===== src/rtl/simple_phase_ctrl.sv =====
// Five-phase instruction sequencer (fetch/decode/exec/mem/writeback) for the SIMPLE datapath.
// 5 cycles per instruction, plus 1 per memory wait cycle; stalls on mem_rdy, errors after TIMEOUT waits.
module simple_phase_ctrl #(
  parameter int TIMEOUT = 255,
  parameter int CNT_W   = 16
) (
  input  logic             clk,
  input  logic             rst_n,
  input  logic             start,
  input  logic             stop,
  input  logic             resume,
  input  logic [15:0]      ir_in,
  input  logic             alu_hlt,
  input  logic             mem_rdy,
  output logic [2:0]       phase,
  output logic             ir_we,
  output logic             pc_inc,
  output logic             pc_load,
  output logic             opr_we,
  output logic             dr_we,
  output logic             flag_we,
  output logic             mdr_we,
  output logic             rf_we,
  output logic             rf_src,
  output logic             mem_req,
  output logic             mem_we,
  output logic             addr_sel,
  output logic             halted,
  output logic             err,
  output logic [CNT_W-1:0] retired
);

  typedef enum logic [2:0] {
    S_IDLE = 3'd0,
    S_P1   = 3'd1,
    S_P2   = 3'd2,
    S_P3   = 3'd3,
    S_P4   = 3'd4,
    S_P5   = 3'd5,
    S_HALT = 3'd6,
    S_ERR  = 3'd7
  } state_t;

  localparam logic [15:0] TO_LIM = 16'(TIMEOUT);

  state_t      state;
  logic [15:0] ir;
  logic [15:0] wait_cnt;

  logic [1:0] op1;
  logic [2:0] op2;
  logic [3:0] op3;
  logic       is_ld, is_st, mem_op;
  logic       halt_op, halt_now;
  logic       flag_op, rf_op, branch_op;
  logic       timeout_hit;
  logic       unused_ir_bits;

  assign op1 = ir[15:14];
  assign op2 = ir[13:11];
  assign op3 = ir[7:4];
  assign unused_ir_bits = ^{ir[10:8], ir[3:0]};

  assign is_ld     = (op1 == 2'b00);
  assign is_st     = (op1 == 2'b01);
  assign mem_op    = is_ld | is_st;
  assign halt_op   = (op1 == 2'b11) && (op3 == 4'hF);
  assign halt_now  = halt_op | alu_hlt;
  assign flag_op   = ((op1 == 2'b11) && (op3 inside {[4'd0:4'd6], [4'd8:4'd11]})) ||
                     ((op1 == 2'b10) && (op2 inside {3'b001, 3'b010}));
  assign rf_op     = ((op1 == 2'b11) && (op3 inside {[4'd0:4'd4], 4'd6, [4'd8:4'd11]})) ||
                     is_ld ||
                     ((op1 == 2'b10) && (op2 inside {3'b000, 3'b001}));
  assign branch_op = (op1 == 2'b10) && op2[2];

  // Outputs decode the registered state; the memory-completion strobes and the
  // exec-phase updates are additionally qualified by mem_rdy / alu_hlt of this cycle.
  always_comb begin
    phase    = state;
    mem_req  = (state == S_P1) || ((state == S_P4) && mem_op);
    addr_sel = (state == S_P4) && mem_op;
    mem_we   = (state == S_P4) && is_st;
    ir_we    = (state == S_P1) && mem_rdy;
    pc_inc   = (state == S_P1) && mem_rdy;
    opr_we   = (state == S_P2);
    dr_we    = (state == S_P3) && !halt_now;
    flag_we  = (state == S_P3) && !halt_now && flag_op;
    mdr_we   = (state == S_P4) && is_ld && mem_rdy;
    rf_we    = (state == S_P5) && rf_op;
    rf_src   = (state == S_P5) && is_ld;
    pc_load  = (state == S_P5) && branch_op;
    halted   = (state == S_HALT);
    err      = (state == S_ERR);
  end

  // A ready memory beats the timeout on the cycle the count would reach the limit.
  assign timeout_hit = (TIMEOUT != 0) && mem_req && !mem_rdy &&
                       ((wait_cnt + 16'd1) == TO_LIM);

  always_ff @(posedge clk or negedge rst_n) begin
    if (!rst_n) begin
      state    <= S_IDLE;
      ir       <= 16'h0000;
      wait_cnt <= 16'd0;
      retired  <= '0;
    end else begin
      case (state)
        S_IDLE: begin
          if (start && !stop) begin
            state    <= S_P1;
            wait_cnt <= 16'd0;
          end
        end
        S_P1: begin
          if (mem_rdy) begin
            ir       <= ir_in;
            state    <= S_P2;
            wait_cnt <= 16'd0;
          end else if (timeout_hit) begin
            state <= S_ERR;
          end else begin
            wait_cnt <= wait_cnt + 16'd1;
          end
        end
        S_P2: state <= S_P3;
        S_P3: begin
          wait_cnt <= 16'd0;
          state    <= halt_now ? S_HALT : S_P4;
        end
        S_P4: begin
          if (!mem_op || mem_rdy) begin
            state    <= S_P5;
            wait_cnt <= 16'd0;
          end else if (timeout_hit) begin
            state <= S_ERR;
          end else begin
            wait_cnt <= wait_cnt + 16'd1;
          end
        end
        S_P5: begin
          retired  <= retired + 1'b1;
          wait_cnt <= 16'd0;
          state    <= stop ? S_IDLE : S_P1;
        end
        S_HALT: begin
          if (stop) begin
            state <= S_IDLE;
          end else if (resume) begin
            state    <= S_P1;
            wait_cnt <= 16'd0;
          end
        end
        S_ERR:   state <= S_ERR;
        default: state <= S_IDLE;
      endcase
    end
  end

endmodule


===== config.mk =====
export PLATFORM = sky130hd
export DESIGN_NAME = simple_phase_ctrl
export DESIGN_NICKNAME = d
export VERILOG_FILES = /design/src/rtl/simple_phase_ctrl.sv
export SDC_FILE = /design/constraint.sdc
export NUM_CORES = 1
export LEC_CHECK = 0
export ABC_CLOCK_PERIOD_IN_PS = 3100
export BUFFER_PORTS_ARGS = -buffer_cell sky130_fd_sc_hd__buf_2
export CAP_MARGIN = 20
export CORE_ASPECT_RATIO = 2
export CORE_MARGIN = 2
export CORE_UTILIZATION = 45
export DETAILED_ROUTE_END_ITERATION = 10
export GPL_ROUTABILITY_DRIVEN = 0
export PLACE_DENSITY = 0.73
export RECOVER_POWER = 100
export SKIP_LAST_GASP = 1
export SYNTH_ARGS = -nofsm -noshare
export SYNTH_HDL_FRONTEND = slang
export SYNTH_SLANG_ARGS = --single-unit
export TNS_END_PERCENT = 10

===== constraint.sdc =====
create_clock -name clk -period 3.1 [get_ports clk]
set_input_delay 0.62 -clock clk [delete_from_list [all_inputs] [get_ports clk]]
set_output_delay 0.62 -clock clk [all_outputs]
set_load 0.05 [all_outputs]

======== Word level (Yosys, flattened, before mapping) ========
Cells that the tools add are included.
word-level totals
  register bits ........................... 51
  bits in latches ......................... 0
  memory bits (writable) .................. 0
  memory bits (read-only) ................. 0
  input port bits ......................... 23
  output and inout bits ................... 33
  word-level logic and storage cells ...... 91
  memories ................................ 0
cells by class
  add/subtract/negate cells ............... 2
  multiply operators ...................... 0
  div/mod/pow operators ................... 0
  order comparisons ....................... 5
  equality and inequality tests ........... 19
  shift operators ......................... 0
  muxes and demuxes ....................... 16
  bitwise logic cells ..................... 2
  reduce and logical (&&, ||, !) cells .... 43
operators with widths
  operator                                               number
  2-to-1 mux 16 bit                                      6
  case mux 16 bit (5 select lines)                       1
  adder 16 x 1 -> 16 bit (second input constant)         2
  case mux 3 bit (8 select lines)                        1
  logical AND 1 bit                                      22
  2-to-1 mux 3 bit                                       6
  equality test 16 x 8 -> 1 bit (second input constant)  1
  equality test 3 bit (second input constant)            4
  equality test 3 x 2 -> 1 bit (second input constant)   3
  <= comparator 4 x 3 -> 1 bit (second input constant)   2
  equality test 3 x 1 -> 1 bit (second input constant)   2
  zero test 3 bit                                        2
  inequality test 2 bit (second input constant)          3
  nonzero test 2 bit                                     3
  logical OR 1 bit                                       5
  nonzero test 5 bit                                     1
  equality test 2 bit (second input constant)            2
  equality test 4 x 3 -> 1 bit (second input constant)   1
  equality test 4 bit (second input constant)            1
  >= comparator 4 x 1 -> 1 bit (second input constant)   1
  >= comparator 4 bit (second input constant)            1
  <= comparator 4 bit (second input constant)            1
  zero test 1 bit                                        4
  AND reduction 2 bit                                    2
  other kinds (9)                                        10

======== Logic depth before layout (Yosys ltp) ========
  depth in word-level cells ............... 9
  mapped depth ............................ 10
  mapped depth without buffers ............ 8

======== Worst setup path before layout ========
OpenSTA, ideal clock, no wires.
  path kind ............................... register to output
  from .................................... register state[2] (netlist: phase[2])
  to ...................................... output mdr_we
  arrival ................................. 2.559 ns
  required time ........................... 2.480 ns
  slack ................................... -0.079 ns
  cell stages (with the launch flop) ...... 3
  buffers on the path ..................... 0
  cell sequence ........................... dfrtp_1 > or3b_1 > nor4_1
between the ends
  cells in the longest elaborated chain, start to end .. 3
RTL lines
  what                             RTL line  source
  start, declared                  46        state_t state;
  start signal, assigned           128       state <= halt_now ? S_HALT : S_P4;
  start signal, assigned           143       state <= stop ? S_IDLE : S_P1;
  equality test 3 bit              88        mdr_we = (state == S_P4) && is_ld && mem_rdy;
  logical AND 1 bit (2 in series)  88
  end, declared                    22        output logic mdr_we,
No other way between the ends.

======== Final worst setup path ========
  from .................................... register wait_cnt[3]
  to ...................................... register wait_cnt[1]
between the ends
  cells in the longest elaborated chain, start to end .. 6
  elaborated cells on any way between the ends .. 7
  those cells by class .................... add/sub (1); eq/ne (1); mux (4); reduce/logical (1)
RTL lines
  what                                  RTL line  source
  start, declared                       48        logic [15:0] wait_cnt;
  start signal, assigned                122       wait_cnt <= wait_cnt + 16'd1;
  start signal, assigned                137       wait_cnt <= wait_cnt + 16'd1;
  adder 16 x 1 -> 16 bit *              98        ((wait_cnt + 16'd1) == TO_LIM);
  equality test 16 x 8 -> 1 bit *       98
  logical AND 1 bit *                   97        assign timeout_hit = (TIMEOUT != 0) && mem_req && !mem_rdy &&
  2-to-1 mux 16 bit *                   n/a
  2-to-1 mux 16 bit (on tied branches)  n/a
  case mux 16 bit (5 select lines) *    n/a
Mark *: on every way between the ends. The rest lies on a longest branch, timed or not.
A chain may end at the register's enable or synchronous reset.

==> out/results.tsv <==
metric	value	unit
rows	38	
yosysUniqueCellTypes	41	
tns	0	ps
antenna_found_initial	0	
synth_adder_area_share	1.48	%
totalWireLength	6100	um
min_path_type	in -> async	
ctsHoldBuffers	0	
grt_pass1_vias	2312	
grt_first_pass_wirelength	10000	um
die-width	57.2	um
dieArea	0.00631	mm2
drt-initial-drc-count	51	
n_antenna_cell	0	
ant_nets	0	
hold_violations	0	
p_leak	1.25	nW
synthesis.nets	317	
timing.final.crit_period	2850	ps
ys_seq_area_share	43.3	%
cts_setup_buffers	0	
io_pins	56	
outcome	finished with violations	
synth_xor_area_share	7.23	%
die_h	110	um
dp_hpwl	4540	um
synth-edff-count	0	
yosys.area_share.simple	24.8	%
yosys_warnings	0	
first_pass_iters	4	
worstPathMaxFanout	10	
min_period_over_period	91.9	%
yosysMostFrequentCell	dfrtp_1	
layout.cells.non_filler	404	
ys_async_sr_fraction	100	%
viasPerCell	5.78	
vias	2334	
drcViolationCount	0	
htree_levels	2	
portBuffers	48	
cts_tree	done	
start_kind	register	
synthTopCellsByCount	44 x dfrtp_1, 28 x nand2_1, 28 x nor2_1	
synth_top_area_cell	dfrtp_1	
tightest_slew	1970	ps
rsz0062_at_grt	no	
synth_area	0.00254	mm2
grt.total_usage	20.2	%
total_power	2.40	mW
synth-compound-area-share	13.9	%
ir_drop	669	uV
final_max_slew_viol_count	37	
crit_arrival	3040	ps
grt_max_degree	45	
clock_skew	6.52	ps
cts.sink_count	44	
drive_gt1_share	14.0	%
synth_mux_area_share	4.43	%
max_freq	0.351	GHz
overflow	0	
ys.flop_type	dfrtp_1	
n_fill_cell	562	
dpl.cell_count	395	
cts.clk_slew.worst_paths	90	ps
root_buffer	clkbuf_8	
syn_to_final_growth	15.7	%
power.density	815	mW/mm2
crit_required	3290	ps
cts_repair_resize_count	0	
violations	capacitance limit, slew limit	
nets	369	
synth_cells	291	
setup_violations	0	
synthTopCellsByArea	dfrtp_1 43%, xnor2_1 4.8%, o21ai_0 4.5%	
maxCapViolations	1	
wire_per_inst	15.1	um
crit_type	reg -> reg	
endpoint_kind	register	
slew_headroom	-31.5	%
yosys_register_bits	44	
synth_top_area_share	43.3	%
core_area	0.00542	mm2
syn_area_per_cell	8.74	um2
clkLatencyLatePin	300	ps
cts.path.max_buffers	2	
cts_buffers	5	
synth_top_family_by_area	simple AND/OR/NAND/NOR gates	
start_util	46.9	%
[stage by stage]
step / utilization [%] / worst slack, ps / area [um2] / hold WS [ps]
floorplan: - / 43.7 / 2550 / 324
global placement: 53.1 / 366 / 2880 / 455
detailed placement: 53.1 / 298 / 2880 / 459
CTS: 55.2 / 285 / 2990 / 473
global route: 54.3 / 86.3 / 2940 / 292
finish: 54.3 / 250 / 2940 / 225
[where the power goes]
group	internal (mW)	switching (mW)	leakage [nW]
Sequential	0.694	0.165	0.583
Combinational	0.321	0.754	0.610
Clock	0.243	0.220	0.0548
Total	1.26	1.14	1.25
[flip-flops by register name, indices dropped and copies added, names as in the netlist]
name      count
retired      16
phase         3
ir            9
wait_cnt     16
[logic make-up after synthesis]
group | after synthesis
AND/OR/NAND/NOR | 125
AO/OA/AOI/OAI | 61
flip-flops | 44
buffers and inverters | 27
XOR/XNOR | 21
multiplexers | 10
adder cells (fa/ha/maj) | 3
[layer usage]
layer	track usage, %	up-vias	wire (um)
met1	21.0	1126	2350
met5	0	-	0
met2	37.6	58	3320
met4	12.0	0	252
li1	-	1128	-
met3	2.68	22	184
[layout by cell type (no fill, tap or decap), types with 4 or more instances in the layout]
| cell type | count |
|---|---|
| a21oi_1 | 20 |
| and3_1 | 6 |
| buf_2 | 14 |
| buf_4 | 10 |
| clkbuf_1 | 37 |
| clkbuf_8 | 5 |
| dfrtp_1 | 44 |
| inv_1 | 10 |
| mux2_2 | 10 |
| nand2_1 | 28 |
| nand2b_1 | 4 |
| nand3_1 | 14 |
| nand4_1 | 12 |
| nor2_1 | 28 |
| nor3_1 | 12 |
| o21ai_0 | 24 |
| o31ai_1 | 5 |
| xnor2_1 | 14 |
| xor2_1 | 7 |
[critical path: stages (launching register included)]
cell and delay (ps):
dfrtp_1 500, nand4_2 280, nor4_1 390, buf_4 190
xnor2_1 160, nand3_1 100, or4_1 590, nand2b_1 190
mux2_2 340
[cell type report]
cell class                 instances  area, um2  area share (%)
inverter                          10       37.5            1.28
tap                               60       75.1            2.55
timing repair buffer              62        289            9.82
sequential                        44       1100            37.4
multi-input combinational        220       1330            45.0
clock buffer                       5       68.8            2.34
clock inverter                     3       46.3            1.57
[worst paths after layout]
check	from	endpoint	slack, ps	cells after the start
worst min register to register	retired[15]	retired[15]	470	1
min in group clk	retired[15]	retired[15]	470	1
max in group asynchronous	rst_n	ir[15]	690	2
worst min-delay path	rst_n	wait_cnt[7]	220	1
worst max register to register	wait_cnt[3]	wait_cnt[1]	250	8
worst max-delay path	wait_cnt[3]	wait_cnt[1]	250	8
Note: power is estimated with default switching activity, not from simulation.
